**src/rtl/keypad_events.sv**
```systemverilog
// Debounces an N-key keypad, turns settled changes into press/release events and queues them in a show-ahead FIFO.
// Optional feature macro KEYPAD_RELEASE_EVENTS_EN: when defined, releases are queued as well as presses.
module keypad_events #(
    parameter int NUM_KEYS   = 16,
    parameter int IDX_W      = $clog2(NUM_KEYS),
    parameter int DEBOUNCE   = 2,
    parameter int FIFO_DEPTH = 8
) (
    input  logic                              clk,
    input  logic                              reset,
    input  logic                              sample_en,
    input  logic [NUM_KEYS-1:0]               keypad_matrix,
    output logic [NUM_KEYS-1:0]               stable_keys,
    output logic                              any_down,
    output logic                              evt_valid,
    input  logic                              evt_ready,
    output logic [IDX_W-1:0]                  evt_index,
    output logic                              evt_press,
    output logic [$clog2(FIFO_DEPTH+1)-1:0]   evt_fill
);

    localparam int                    PTR_W      = $clog2(FIFO_DEPTH);
    localparam int                    FILL_W     = $clog2(FIFO_DEPTH + 1);
    localparam logic [3:0]            DB_LAST    = 4'(DEBOUNCE - 1);
    localparam logic [FILL_W-1:0]     DEPTH_FILL = FILL_W'(FIFO_DEPTH);
    localparam logic [NUM_KEYS-1:0]   ONE_KEY    = NUM_KEYS'(1);

    logic [NUM_KEYS-1:0][3:0] cnt_q, cnt_d;
    logic [NUM_KEYS-1:0]      stable_q, stable_d;
    logic [NUM_KEYS-1:0]      pend_q, pend_d;
    logic [NUM_KEYS-1:0]      tog_s;
    logic [NUM_KEYS-1:0]      clr_mask_s;
    logic [IDX_W-1:0]         push_idx_s;
    logic                     push_s;
    logic                     pop_s;
    logic [PTR_W-1:0]         wr_ptr_q, wr_ptr_d;
    logic [PTR_W-1:0]         rd_ptr_q, rd_ptr_d;
    logic [FILL_W-1:0]        fill_q, fill_d;
    logic                     evt_valid_q;
    logic                     any_down_q;
    logic [IDX_W-1:0]         idx_mem_q [FIFO_DEPTH];
`ifdef KEYPAD_RELEASE_EVENTS_EN
    logic                     dir_mem_q [FIFO_DEPTH];
`endif

    // Per-key debounce: count consecutive disagreeing samples, toggle the stable level on the last one.
    always_comb begin
        cnt_d    = cnt_q;
        stable_d = stable_q;
        tog_s    = '0;
        for (int k = 0; k < NUM_KEYS; k++) begin
            if (sample_en) begin
                if (keypad_matrix[k] == stable_q[k]) begin
                    cnt_d[k] = 4'd0;
                end else if (cnt_q[k] == DB_LAST) begin
                    cnt_d[k]    = 4'd0;
                    stable_d[k] = ~stable_q[k];
                    tog_s[k]    = 1'b1;
                end else begin
                    cnt_d[k] = cnt_q[k] + 4'd1;
                end
            end else begin
                cnt_d[k] = cnt_q[k];
            end
        end
    end

    // Scanner: lowest pending index is pushed whenever the registered fill leaves room.
    always_comb begin
        push_idx_s = '0;
        for (int k = NUM_KEYS - 1; k >= 0; k--) begin
            if (pend_q[k]) begin
                push_idx_s = IDX_W'(k);
            end else begin
                push_idx_s = push_idx_s;
            end
        end
        push_s     = (pend_q != '0) && (fill_q < DEPTH_FILL);
        clr_mask_s = push_s ? (ONE_KEY << push_idx_s) : '0;
    end

    // Pending update: scanner clear and a same-cycle toggle combine by XOR so no change is lost.
    always_comb begin
`ifdef KEYPAD_RELEASE_EVENTS_EN
        pend_d = pend_q ^ clr_mask_s ^ tog_s;
`else
        // A release cancels any un-queued press and never arms an event of its own.
        pend_d = (pend_q ^ clr_mask_s ^ (tog_s & ~stable_q)) & ~(tog_s & stable_q);
`endif
    end

    // FIFO bookkeeping: pointers wrap naturally at the power-of-two depth.
    always_comb begin
        pop_s    = (fill_q != '0) && evt_ready;
        wr_ptr_d = push_s ? (wr_ptr_q + PTR_W'(1)) : wr_ptr_q;
        rd_ptr_d = pop_s  ? (rd_ptr_q + PTR_W'(1)) : rd_ptr_q;
        if (push_s && !pop_s) begin
            fill_d = fill_q + FILL_W'(1);
        end else if (pop_s && !push_s) begin
            fill_d = fill_q - FILL_W'(1);
        end else begin
            fill_d = fill_q;
        end
    end

    // Control state and registered status outputs.
    always_ff @(posedge clk) begin
        if (reset) begin
            cnt_q       <= '0;
            stable_q    <= '0;
            pend_q      <= '0;
            wr_ptr_q    <= '0;
            rd_ptr_q    <= '0;
            fill_q      <= '0;
            evt_valid_q <= 1'b0;
            any_down_q  <= 1'b0;
        end else begin
            cnt_q       <= cnt_d;
            stable_q    <= stable_d;
            pend_q      <= pend_d;
            wr_ptr_q    <= wr_ptr_d;
            rd_ptr_q    <= rd_ptr_d;
            fill_q      <= fill_d;
            evt_valid_q <= (fill_d != '0);
            any_down_q  <= |stable_d;
        end
    end

    // Event storage; contents are don't-care while empty, so no reset is needed.
    always_ff @(posedge clk) begin
        if (push_s) begin
            idx_mem_q[wr_ptr_q] <= push_idx_s;
`ifdef KEYPAD_RELEASE_EVENTS_EN
            dir_mem_q[wr_ptr_q] <= stable_q[push_idx_s];
`endif
        end else begin
            idx_mem_q[wr_ptr_q] <= idx_mem_q[wr_ptr_q];
        end
    end

    assign stable_keys = stable_q;
    assign any_down    = any_down_q;
    assign evt_valid   = evt_valid_q;
    assign evt_fill    = fill_q;
    assign evt_index   = idx_mem_q[rd_ptr_q];
`ifdef KEYPAD_RELEASE_EVENTS_EN
    assign evt_press   = dir_mem_q[rd_ptr_q];
`else
    assign evt_press   = 1'b1;
`endif

endmodule

```
**config.mk**
```make
export PLATFORM = sky130hd
export DESIGN_NAME = keypad_events
export DESIGN_NICKNAME = d
export VERILOG_FILES = /design/src/rtl/keypad_events.sv
export SDC_FILE = /design/constraint.sdc
export NUM_CORES = 1
export LEC_CHECK = 0
export ABC_AREA = 1
export BUFFER_PORTS_ARGS = -buffer_cell sky130_fd_sc_hd__buf_2
export CORE_ASPECT_RATIO = 1.25
export CORE_MARGIN = 5
export CORE_UTILIZATION = 30
export DETAILED_ROUTE_END_ITERATION = 12
export MAX_ROUTING_LAYER = met4
export PLACE_DENSITY = 0.56
export SLEW_MARGIN = 20
export SYNTH_ARGS = -nofsm -noshare
export SYNTH_HDL_FRONTEND = slang
export SYNTH_SLANG_ARGS = --single-unit
export TNS_END_PERCENT = 20
```
**constraint.sdc**
```tcl
create_clock -name clk -period 2.9 [get_ports clk]
set_clock_uncertainty 0.2 [all_clocks]
set_input_delay 0.58 -clock clk [delete_from_list [all_inputs] [get_ports clk]]
set_output_delay 0.58 -clock clk [all_outputs]
set_load 0.02 [all_outputs]
```
After elaboration in Yosys (flattened, before gate mapping)
Memory sizes are Yosys's and may differ from the RTL's. A register that Yosys moved wholly into a read port is not among the register bits.
Index checks and enable logic that the tools add are counted.
{"block": "classes", "addsub": 20, "magnitude_cmp": 1, "n_eq_ne": 33, "shifts": 1, "n_mux": 153, "n_bitwise": 24, "reduce_logical": 11}
{"op": "$mux 4", "n": 51}
{"op": "$mux 1", "n": 99}
{"op": "$add 4x1->4 const B", "n": 17}
{"op": "$eq 4x1->1 const B", "n": 16}
{"op": "$and 16x16->16", "n": 3}
{"op": "$not 16->16", "n": 2}
{"op": "$xor 16x16->16", "n": 2}
{"op": "$eq 1x1->1", "n": 16}
{"op": "$mux 16", "n": 1}
{"op": "$not 1->1", "n": 16}
{"op": "$reduce_bool 16->1", "n": 1}
{"op": "$reduce_or 16->1", "n": 1}
{"op": "$shl 1x4->16 const A", "n": 1}
{"op": "$reduce_bool 4->1", "n": 2}
{"op": "$add 3x1->3 const B", "n": 2}
{"op": "$mux 3", "n": 2}
{"op": "$logic_and 1x1->1", "n": 4}
{"op": "$lt 4x4->1 const B", "n": 1}
{"op": "$sub 4x1->4 const B", "n": 1}
{"op": "$logic_not 1->1", "n": 2}
{"op": "$reduce_and 2->1", "n": 1}
{"op": "$ne 0x0->1", "n": 1}
{"op": "$or 1x1->1", "n": 1}
{"block": "totals", "reg_bits": 108, "mem_bits_rw": 32, "inputBits": 20, "out_inout_bits": 27, "wordCells": 267, "memories": 1}
{"memory": "idx_mem_q", "depth": 8, "word_bits": 4, "read_ports": 1, "rd_clocked_by_memory_dff": 1, "wr": 1, "line_no": "41", "source": "logic [IDX_W-1:0] idx_mem_q [FIFO_DEPTH];"}

Depth between registers and ports, before layout
{"block": "depth", "ltp_word": 21, "depth_mapped": 20, "ltp_nobuf": 20}

Worst setup path after synthesis
Ideal clock, no wire load.
{"block": "synth_path", "path_kind": "register -> output", "startpoint": "register with a tool-made name", "endpoint": "output port evt_index[1]", "t_arrival_ps": 1427, "required_time_ps": 2120, "setup_slack_ps": 693, "stages_incl_launch_ff": 8, "path_buffers": 2, "path_cell_list": "dfxtp_1 clkbuf_1 inv_1 clkbuf_1 nor2_1 o22ai_1 nor2_1 a31oi_1"}
{"element": "end: declaration", "line_no": "17", "source": "output logic [IDX_W-1:0] evt_index,"}

==> out/results.md <==
| Group | Quantity | This run |
|:---|:---|:---|
| drt | Total number of vias | 5912 |
| critical path | Worst path required time | 2.12 ns |
| min path | Endpoint, Worst Hold | rd_ptr_q[2] |
| drt | Average wire per standard cell | 12.5 um |
| final layout | Area growth from synthesis to layout | 16.7% |
| synth | Main flop type after synthesis | sky130_fd_sc_hd__dfxtp_1 |
| sta | Share of the clock period used by the worst path after layout | 0.900 |
| clock network | Number of buffers on the longest clock path | 2 |
| sta | Worst Hold Margin | 0.246 ns |
| placement | RD Place Congestion | 0.826 |
| placement | Placed insts | 1289 |
| pwr | Sw Ratio | 0.306 |
| pwr | Largest vdd supply drop | 0.000487 V |
| drt | Post-DRT Antenna Nets | 0 |
| critical path | Crit Path Class | flop to primary output |
| sta | Worst Setup Slack, final | 0.291 ns |
| global route | Antenna violations before repair | 0 |
| min path | Hold wc startpoint | rd_ptr_q[2] |
| pwr | PnR Total Power | 5.94 mW |
| clock network | Inserted Clock Buffers | 17 |
| global route | Global-route wire length before repair | 27200 um |
| critical path | End of the worst register-to-register path | pend_q[1] |
| clock network | Skew-Pair Late Insertion Delay | 0.43 ns |
| critical path | Length in cells of the worst reg-to-reg path | 18 |
| drt | Starting DRT DRC Count | 245 |
| floorplan | Starting utilization of the core area | 0.306 |
| pwr | Cell internal pwr | 4.12 mW |
| critical path | Startpoint Class | flop |
| sta | Relative slew margins | 0.597 |
| critical path | FF-to-FF setup slack | 0.69 ns |
| min path | Hold depth | 1 |
| global route | Sum of overflow across all layers after global routing | 0 |
| clock network | Clock tree from TritonCTS | built |
| job | MaxCap Viol Count | 0 |
| global route | Total global-route track usage | 0.127 |
| placement | Port bufs | 45 |
| synth | Cell area after synthesis | 7270 sq um |
| placement | Worst setup timing slack at the placement stage | 0.569 ns |
| pwr | Combinational cell fraction of total power | 0.214 |
| drt | Detailed Routing Iterations Pass 1 | 6 |
| critical path | Worst R2R Start | pend_q[14] |
| clock network | Setup Buffers After CTS | 0 |
| sta | Slew Limit Fails | 0 |
| drt | DRC viols | 0 |
| floorplan | Floorplan die height | 184 um |
| placement | Cell area after placement | 7870 sq um |
| pwr | Share of total power in sequential cells | 0.399 |
| clock network | Number of resized instances in the post-cts repair step | 0 |
| synth | Number of unique standard cell types used by synthesis | 43 |
| synth | Net count after synthesis | 995 |
| final layout | Multi-input gate area in the final layout | 3450 sq um |
| outcome | Result of the run | completed |
| clock network | # H-tree levels | 4 |
| pwr | Power density over cell area | 700 nW/um^2 |
| synth | Number of flops mapped to enable cells by yosys | 32 |
| drt | Total Wirelength | 16500 um |
| final layout | Number of standard cells in the layout, taps in and fillers out | 1319 |
| drt | Avg Vias per Cell | 4.48 |
| clock network | CTS clock-pin slew for the worst setup and hold paths | 0.06 ns |
| floorplan | Core region area | 23800 sq um |
| final layout | Antenna diode count | 0 |
| synth | Ys async rst share | 0 |
| critical path | Maximum fanout along the worst path | 16 |
| final layout | Fraction of layout instances using a drive strength above 1 | 0.109 |
| global route | Largest net degree at the start of global routing | 82 |
| sta | Highest clock rate | 383 MHz |
| sta | Setup violators final | 0 |
| critical path | Signal arrival time at the worst endpoint | 1.83 ns |
| synth | Synth Instances | 939 |
| synth | Number of register bits inferred by synthesis | 143 |
| sta | Unrepaired setup endpoints after global routing | no |
| sta | Total Neg Setup Slack | 0 ns |
| final layout | Final design area excluding fillers | 8490 sq um |
| clock network | Root Buffer | sky130_fd_sc_hd__clkbuf_16 |
| sta | Slew at the pin with the worst max-slew slack | 0.605 ns |
| placement | HPWL Detailed | 12000 um |
| clock network | Number of hold-repair buffers added at the cts stage | 0 |
| floorplan | I/O pin count | 47 |
| synth | Syn. warnings | 0 |
| final layout | Number of fillers in the final layout | 2572 |
| sta | Number of failing hold endpoints at the final stage | 0 |
| floorplan | Area of the die | 27500 sq um |
| floorplan | Placement row count | 63 |
| synth | Sequential share of the synthesized area | 0.438 |
| final layout | Post-layout utilization of the core | 0.357 |
| synth | Syn Area/Cell | 7.75 sq um |
| min path | Class of the tightest hold or removal check | flop to flop |
| pwr | Leakage power | 3.60 nW |
| pwr | Portion of total power attributed to the clock network | 0.386 |
| final layout | Area taken by flip-flops and latches | 3180 sq um |
| final layout | Post-layout nets | 1039 |
| sta | Final worst path period need | 2.61 ns |
| floorplan | Die width | 149 um |
| pwr | Net switching power | 1.82 mW |
| clock network | Clock sink count | 143 |
| global route | Number of global-route vias before repair | 5664 |
| critical path | CP endpoint kind | primary output |
## flip-flops by register name, summed over array words and instances (netlist names), named ones only
register and cells:
cnt_q 64, idx_mem_q 32, pend_q 16, stable_keys 16, evt_fill 4, rd_ptr_q 3, wr_ptr_q 3, any_down 1
evt_valid 1
## layout make-up
class                   count  area share
multi-input cells         637       0.406
inverters                 132      0.0619
flip-flops and latches    143       0.375
well taps                 325      0.0479
repair buffers             52      0.0357
clock inverters             9      0.0155
clock buffers              21      0.0579
## layer usage
metal	vias to the layer above	share of wire	global-route usage
met5	-	0	-
met4	0	0.017	0.0432
met3	18	0.018	0.0224
met2	51	0.52	0.226
met1	2715	0.44	0.144
li1	3128	-	-
## cells in the mapped netlist (all sizes together) (2+ instances only)
cell,n,area share
xnor2,17,0.020
o211a,6,0.0083
nor3,38,0.028
o22ai,4,0.0034
clkbuf,13,0.0067
o21ai,45,0.031
nor2,190,0.10
dfxtp,111,0.31
o21a,8,0.0083
ha,36,0.062
bufinv,2,0.0048
buf,14,0.0091
a31oi,5,0.0064
a21o,4,0.0041
nand4,30,0.028
a21oi,59,0.045
edfxtp,32,0.13
inv,128,0.066
xor2,25,0.030
nand2,129,0.069
nand3,30,0.021
clkinv,2,0.0010
nor4,5,0.0043
## power groups by stage
stage / Sequential, mW / Combinational [mW] / Clock [mW]
final: 2.37 / 1.27 / 2.30
after global routing: 2.39 / 1.46 / 2.44
after CTS: 2.38 / 1.30 / 2.35
after detailed placement: 2.42 / 1.29 / 0
after global placement: 2.42 / 1.28 / 0
after floorplan: 2.41 / 0.905 / 0
## logic make-up after synthesis
logic type	Yosys count	share of synthesized area
AND/OR/NAND/NOR	422	0.249
buffers and inverters	159	0.0881
flip-flops	143	0.438
AO/OA/AOI/OAI	136	0.112
XOR/XNOR	42	0.0506
adder cells (fa/ha/maj)	36	0.0619
other	1	0.000516
## cell usage in the layout (no fill, tap or decap), types with 4 or more instances in the layout
cell	netlist	layout
sky130_fd_sc_hd__nor2_1	187	187
sky130_fd_sc_hd__nand2_1	124	124
sky130_fd_sc_hd__inv_1	119	119
sky130_fd_sc_hd__dfxtp_1	111	111
sky130_fd_sc_hd__a21oi_1	56	56
sky130_fd_sc_hd__buf_2	2	45
sky130_fd_sc_hd__o21ai_0	39	39
sky130_fd_sc_hd__nor3_1	36	36
sky130_fd_sc_hd__ha_1	36	36
sky130_fd_sc_hd__edfxtp_1	32	32
sky130_fd_sc_hd__nand3_1	30	30
sky130_fd_sc_hd__nand4_1	29	29
sky130_fd_sc_hd__xor2_1	25	25
sky130_fd_sc_hd__clkbuf_16	0	18
sky130_fd_sc_hd__xnor2_1	17	17
sky130_fd_sc_hd__inv_2	8	8
sky130_fd_sc_hd__o21a_1	8	8
sky130_fd_sc_hd__o21ai_1	6	6
sky130_fd_sc_hd__o211a_1	6	6
sky130_fd_sc_hd__nor4_1	5	5
sky130_fd_sc_hd__buf_4	1	5
sky130_fd_sc_hd__nand2_2	4	4
sky130_fd_sc_hd__o22ai_1	4	4
sky130_fd_sc_hd__a31oi_1	4	4
sky130_fd_sc_hd__a21o_1	4	4
## worst max-delay path by stage
stage          depth (start not counted)  startpoint           end
2_1_floorplan                          7        flop  evt_index[1]
3_3_place_gp                           8   sample_en      any_down
3_5_place_dp                           7   sample_en      any_down
4_1_cts                                6        flop  evt_index[0]
5_1_grt                                6        flop  evt_index[3]
6_report                               6        flop  evt_index[0]
## worst max-delay path: stages, from the launching register on
cell                      delay, ns
sky130_fd_sc_hd__dfxtp_1       0.38
sky130_fd_sc_hd__inv_1         0.35
sky130_fd_sc_hd__o21ai_0       0.13
sky130_fd_sc_hd__o22ai_1       0.14
sky130_fd_sc_hd__nor2_1        0.06
sky130_fd_sc_hd__a31oi_1       0.16
sky130_fd_sc_hd__buf_2         0.19
(Power assumes the default switching activity.)
